**src/rtl/max_seq_ctrl.sv**
```systemverilog
// Frame sequencer for the unsigned max-compare datapath: accepts frame_len words, reports max.
// Define MAX_SEQ_ARGMAX_EN to add the idx register and the out_idx port.
module max_seq_ctrl #(
  parameter int W  = 8,
  parameter int LW = 8
) (
  input  logic          clk,
  input  logic          rst,
  input  logic          start,
  input  logic [LW-1:0] frame_len,
  input  logic          in_valid,
  output logic          in_ready,
  input  logic [W-1:0]  in_data,
  output logic          out_valid,
  input  logic          out_ready,
  output logic [W-1:0]  out_max,
  output logic          busy
`ifdef MAX_SEQ_ARGMAX_EN
  ,
  output logic [LW-1:0] out_idx
`endif
);

  typedef enum logic [1:0] {IDLE, ACCUM, DONE} state_t;

  state_t        state;
  logic [LW-1:0] len;
  logic [LW-1:0] count;

  always_ff @(posedge clk or posedge rst) begin
    if (rst) begin
      state     <= IDLE;
      len       <= '0;
      count     <= '0;
      in_ready  <= 1'b0;
      out_valid <= 1'b0;
      busy      <= 1'b0;
      out_max   <= '0;
`ifdef MAX_SEQ_ARGMAX_EN
      out_idx   <= '0;
`endif
    end else begin
      case (state)
        IDLE: begin
          if (start && frame_len != '0) begin
            len      <= frame_len;
            count    <= '0;
            in_ready <= 1'b1;
            busy     <= 1'b1;
            state    <= ACCUM;
          end
        end
        ACCUM: begin
          if (in_valid && in_ready) begin
            // First word seeds the running max; strict compare keeps the earliest tie.
            if (count == '0 || in_data > out_max) begin
              out_max <= in_data;
`ifdef MAX_SEQ_ARGMAX_EN
              out_idx <= count;
`endif
            end
            if (count == len - 1'b1) begin
              in_ready  <= 1'b0;
              out_valid <= 1'b1;
              state     <= DONE;
            end else begin
              count <= count + 1'b1;
            end
          end
        end
        DONE: begin
          if (out_ready) begin
            out_valid <= 1'b0;
            busy      <= 1'b0;
            count     <= '0;
            state     <= IDLE;
          end
        end
        default: begin
          state     <= IDLE;
          in_ready  <= 1'b0;
          out_valid <= 1'b0;
          busy      <= 1'b0;
        end
      endcase
    end
  end

endmodule

```
**config.mk**
```make
export PLATFORM = sky130hd
export DESIGN_NAME = max_seq_ctrl
export DESIGN_NICKNAME = d
export VERILOG_FILES = /design/src/rtl/max_seq_ctrl.sv
export SDC_FILE = /design/constraint.sdc
export NUM_CORES = 1
export LEC_CHECK = 0
export ABC_AREA = 1
export BUFFER_PORTS_ARGS = -buffer_cell sky130_fd_sc_hd__buf_2
export CORE_MARGIN = 10
export CORE_UTILIZATION = 61
export CTS_CLUSTER_SIZE = 14
export DETAILED_ROUTE_END_ITERATION = 7
export GPL_ROUTABILITY_DRIVEN = 0
export PLACE_DENSITY = 0.85
export SLEW_MARGIN = 15
export SYNTH_ARGS = -nofsm -noshare
export SYNTH_HDL_FRONTEND = slang
export SYNTH_SLANG_ARGS = --single-unit
```
**constraint.sdc**
```tcl
create_clock -name clk -period 2.63 [get_ports clk]
set_clock_uncertainty 0.2 [all_clocks]
set_input_delay 0 -clock clk [delete_from_list [all_inputs] [get_ports clk]]
set_output_delay 0 -clock clk [all_outputs]
set_load 0.005 [all_outputs]
```
==> flow_metrics.tcl, run 1 <==
set metrics [dict create \
    post-synth-top-count-cell "nand2_1" \
    async_flop_share_pct 100 \
    grt_pass1_vias 2152 \
    drt_iter0_markers 175 \
    insertion_delay_ns 0.34 \
    critical_path_class "register to register" \
    io_buffers 31 \
    p_seq_share_pct 31.8 \
    antenna_cells 0 \
    finalPower_mw 2.53 \
    dpl_worst_slack_ns 0.554 \
    syn_inst 270 \
    ys.flop_type "dfrtp_1" \
    slew_viol_final 0 \
    fillCellCount 179 \
    cap_viol_max_count 0 \
    cts.clk_slew.worst_paths_ns 0.10 \
    max_slew_margin_pct 73.3 \
    p_int_mw 1.25 \
    crit_top_cell "nand2_1" \
    antenna_found_initial 0 \
    syn2layout_area_growth_pct 26.6 \
    cts.sinks 29 \
    grtUsageTotal_pct 21.0 \
    status "finished, violations left" \
    ys_top_cells_by_count "nand2_1, inv_1, dfrtp_1, nand3_1, nor2_1" \
    fin_cells 377 \
    yosys_warnings 0 \
    post-route-period-util_pct 100 \
    synth.area.top_cells "dfrtp_1, nand2_1, ha_1" \
    numCtsBuffers 5 \
    grt_max_degree 30 \
    r2r_start "out_max[2]" \
    synth_top_area_share_pct 36.7 \
    root_buffer "clkbuf_4" \
    core_area_um2 3080 \
    yosysSeqAreaShare_pct 36.7 \
    required_ns 2.71 \
    peakVddDrop_uv 829 \
    routed-via-count 2154 \
    slowest_stage "dlygate4sd3_1" \
    layout-drive-gt1-share_pct 19.2 \
    grt_pass1_wl_mm 10.1 \
    wl_mm 6.38 \
    nets 364 \
    drc_errors 0 \
    tns_ns -0.0122 \
    start_util_pct 64.2 \
    syn_nets 302 \
    slowest_delay_ns 0.62 \
    tightest_slew_ns 0.400 \
    placementRows 20 \
    synth_top_area_cell "dfrtp_1" \
    clkPwrFrac_pct 10.6 \
    netlist_area_um2 1980 \
    synth-edff-count 0 \
    h-tree-depth 2 \
    path_cells "inv_1 -> ha_1 -> nand2_1 -> o21ai_0 -> a21oi_1 -> o21ai_4 -> nand3_1 -> dlygate4sd3_1 -> nand2_1" \
    die_area_um2 5920 \
    violations "negative setup slack" \
    cts.path.max_buffers 2 \
    arrival_ns 2.72 \
    ios 32 \
    grt_overflow 0 \
    dr.pass1.iters 5 \
    power_density_nw_per_um2 1010 \
    worstSetupEndpointType "register" \
    fp.dieH_um 76.9 \
    r2r_slack_ns -0.01 \
    rsz0062_at_grt "yes" \
    drtAntennaViolNets 0 \
    synth.avg_cell_area_um2 7.32 \
    r2r-end "out_max[6]" \
    setup_viol 1 \
    hold_violations 0 \
    synth_cell_types 28 \
    clock.fmax_ghz 0.378 \
    r2r_cells 9 \
    fin_ws_ns -0.0122 \
    via_per_inst 5.71 \
    wl_per_cell_um 16.9 \
    combPwrFrac_pct 57.5 \
    crit_fanout 8 \
    power.switching_mw 1.28 \
    numPlacedInstances 342 \
    static-leakage-power_nw 1.31 \
    finalCriticalPeriod_ns 2.64 \
    netSwitchingFraction_pct 50.6 \
    synth_seq_cells 29 \
    die_w_um 76.9 \
    cts_tree "done" \
    worstSetupStartpointType "register" \
    dp.final_hpwl_mm 3.43 \
    min_path_type "primary input to asynchronous set/reset pin" \
]
metrics by stage:
| stage | area [um^2] | utilization (%) | hold WS, ns |
|---|---|---|---|
| final | 2500 | 81.3 | 0.0798 |
| after global placement | 2180 | 70.7 | -0.117 |
| after CTS | 2490 | 81.1 | 0.0815 |
| after global routing | 2500 | 81.3 | 0.110 |
| after detailed placement | 2180 | 70.7 | -0.105 |
| after floorplan | 1980 | - | -0.122 |
power by group through the flow:
stage                     logic [mW]  registers (mW)  clock network (mW)
after global placement          1.24           0.780                   0
final                           1.45           0.805               0.268
after detailed placement        1.29           0.788                   0
after floorplan                0.991           0.763                   0
after global routing            1.62           0.820               0.283
after CTS                       1.33           0.782               0.263
how the worst max path moves through the flow:
stage,endpoint,startpoint,cells after the start
2_1_floorplan,out_max[0],out_max[3],9
3_3_place_gp,out_max[0],out_max[3],9
3_5_place_dp,out_max[0],out_max[7],9
4_1_cts,out_max[3],out_max[7],9
5_1_grt,out_max[6],out_max[7],10
6_report,out_max[6],out_max[2],9
flip-flops by register name, indices dropped and copies added, names as in the netlist:
signal	count
state	2
out_valid	1
count	8
len	8
busy	1
out_max	8
in_ready	1
logic make-up after synthesis:
family,count (synthesis),synth area share [%]
DFF,29,36.7
and+or+nand+nor,149,36.0
xor gates and xnor gates,9,3.99
buffers and inverters,46,9.11
AOI/OAI and AO/OA,26,7.21
adders and majority gates,11,6.96
worst max-delay path: cells and delay by family, from the launching register on:
kind                     cells  cell delay [ns]
AO/OA/AOI/OAI                3             0.59
adder cells (fa/ha/maj)      1             0.31
buffers and inverters        2             0.69
flip-flops                   1             0.42
AND/OR/NAND/NOR              3             0.36
metal layers:
metal / part of all wire (%) / wire [um] / track usage, % / up-vias
met1: 39 / 2490 / 22.0 / 1005
met3: 7.3 / 469 / 5.94 / 35
met5: 0 / 0 / 0 / -
met4: 4.7 / 303 / 12.3 / 0
met2: 49 / 3120 / 36.4 / 125
li1: - / - / - / 989
cell usage in the layout, fill, tap and decap left out:
cell / n
buf_4: 2
nor4_1: 1
nand3b_1: 1
o21ai_1: 11
o21ai_4: 1
buf_2: 31
nor3b_1: 1
clkbuf_4: 5
xor2_1: 5
ha_1: 11
nand3_1: 19
nor2_4: 3
nand3_2: 3
o21ai_0: 5
a211oi_1: 2
clkinv_1: 1
nor2_1: 19
clkbuf_1: 3
inv_2: 6
o21ai_2: 1
nand4_1: 10
dfrtp_1: 29
nand2_2: 6
inv_1: 34
dlygate4sd3_1: 27
a21oi_1: 6
nand3_4: 2
xnor2_1: 4
nand2_1: 80
nor2_2: 4
area by class of cell:
| type | instances | area (um^2) | area share (%) |
|---|---|---|---|
| well taps | 44 | 55.1 | 2.20 |
| flip-flops and latches | 29 | 726 | 29.0 |
| inverters | 41 | 154 | 6.15 |
| multi-input cells | 195 | 1080 | 43.1 |
| clock buffers | 8 | 48.8 | 1.95 |
| repair buffers | 60 | 440 | 17.6 |
timing repair:
action | in CTS | in global routing
setup endpoints to repair | 0 | 6
endpoints found under the hold margin | 49 | 0
hold buffers | 27 | 0
setup buffers | 0 | 0
gates resized for setup | 0 | 1
Note: power is estimated with default switching activity, not from simulation.
==> inputs of run 2 (changes only) <==
CORE_MARGIN = 2   (was 10)
CORE_UTILIZATION = 40   (was 61)
PLACE_DENSITY = default   (was 0.85)
==> run 2 against run 1 <==
The run now ends clean. Critical path depth unchanged. Total power decreased by 2.8%. Sequential cell count unchanged. Register-to-register slack improved by 0.61 ns. Die area decreased by 6.7%. Critical endpoint is now out_max[4].
==> flow_metrics.tcl, run 2 (synthesized netlist as in run 1, its figures left out) <==
set metrics [dict create \
    status "complete, no violations" \
    insertion_delay_ns 0.28 \
    antenna_found_initial 0 \
    cts_tree "done" \
    cts_setup_buffers 0 \
    cts_resized 0 \
    numCtsBuffers 5 \
    r2r-end "out_max[4]" \
    r2r_start "out_max[3]" \
    dp.final_hpwl_mm 3.24 \
    layout_common_cells "nand2_1, inv_1, buf_2, dfrtp_1" \
    min_path_type "primary input to register" \
    via_per_inst 4.72 \
    mostFrequentLayoutCell "nand2_1" \
    cts.sinks 29 \
    ios 32 \
    dr.pass1.iters 4 \
    drtAntennaViolNets 0 \
    required_ns 2.60 \
    clock.fmax_ghz 0.492 \
    layout-drive-gt1-share_pct 20.1 \
    wl_per_cell_um 11.6 \
    cts.clk_slew.worst_paths_ns 0.06 \
    finalHoldWorstSlack_ns 0.0120 \
    tightest_slew_ns 0.373 \
    whs_path_depth 5 \
    r2r_cells 9 \
    finalPower_mw 2.46 \
    grt_pass1_wl_mm 7.78 \
    tns_ns 0 \
    post-route-period-util_pct 77.2 \
    grtUsageTotal_pct 18.4 \
    r2r_slack_ns 0.60 \
    nets 356 \
    drt_iter0_markers 59 \
    wl_mm 4.53 \
    arrival_ns 2.00 \
    final_util_pct 52.2 \
    antenna_cells 0 \
    drc_errors 0 \
    core_area_um2 4750 \
    placementRows 25 \
    min-delay-start "in_valid" \
    grtUsageMet3_pct 3.66 \
    crit_fanout 9 \
    busiest_layer "met2" \
    fp.dieH_um 74.3 \
    critical_path_class "register to register" \
    met1_usage_pct 24.6 \
    cap_viol_max_count 0 \
    hold_violations 0 \
    reg.largest.list "count x8, len x8, out_max x8" \
    max_slew_margin_pct 75.1 \
    grt_util_met2_pct 29.9 \
    rsz0062_at_grt "no" \
    root_buffer "clkbuf_8" \
    h-tree-depth 2 \
    design_area_um2 2480 \
    grt_max_degree 30 \
    die_w_um 74.3 \
    syn2layout_area_growth_pct 25.5 \
    cts.path.max_buffers 2 \
    io_buffers 31 \
    worstSetupEndpointType "register" \
    start_util_pct 41.6 \
    hold_end "out_valid" \
    static-leakage-power_nw 1.31 \
    peakVddDrop_uv 431 \
    grt_overflow 0 \
    worstSetupStartpointType "register" \
    routed-via-count 1846 \
    die_area_um2 5520 \
    setup_viol 0 \
    finalCriticalPeriod_ns 2.03 \
    grt_pass1_vias 1701 \
    power_density_nw_per_um2 990 \
    place_area_um2 2200 \
    slew_viol_final 0 \
]
==> run 2: stage by stage <==
stage	worst slack, ns	cells
after global routing	0.372	391
after global placement	0.612	365
after floorplan	0.830	270
final	0.599	391
after CTS	0.585	391
after detailed placement	0.605	365
==> run 2: final cells by class <==
| type | instances | area (um^2) |
|---|---|---|
| Fill cell | 486 | 2270 |
| Inverter | 41 | 154 |
| Timing Repair Buffer | 52 | 360 |
| Sequential cell | 29 | 726 |
| Multi-Input combinational cell | 195 | 1070 |
| Clock buffer | 7 | 86.3 |
| Tap cell | 67 | 83.8 |
==> run 2: repair_timing <==
| action | in CTS | in global routing |
|---|---|---|
| hold buffers | 19 | 0 |
| setup endpoints to repair | 0 | 0 |
| endpoints found under the hold margin | 47 | 0 |
==> run 2: routing by layer <==
| layer | vias up | part of all wire, % |
|---|---|---|
| li1 | 963 | - |
| met1 | 843 | 49 |
| met2 | 33 | 46 |
| met3 | 7 | 3.1 |
| met4 | 0 | 1.6 |
| met5 | - | 0 |
==> run 2: worst max-delay path by stage <==
stage	from	endpoint	slack, ns	cells past startpoint
final	out_max[3]	out_max[4]	0.60	9
after global routing	out_max[3]	out_max[4]	0.37	9
after CTS	out_max[1]	out_max[4]	0.59	9
after detailed placement	out_max[1]	out_max[4]	0.61	9
after global placement	out_max[1]	out_max[0]	0.61	9
after floorplan	out_max[3]	out_max[0]	0.83	9
==> run 2: report_power, final <==
part           internal (mW)  switching [mW]  total [mW]
clock                  0.207           0.167       0.374
sequential             0.614           0.174       0.788
combinational          0.494           0.801        1.30
==> run 2: critical path, cell delays in order, from the launching register on <==
cell and delay, ns:
dfrtp_1 0.37, inv_1 0.05, ha_1 0.29, nand2_1 0.07
o21ai_0 0.16, a21oi_1 0.09, o21ai_2 0.32, nand2_2 0.21
nand2_1 0.10, nand2_1 0.06
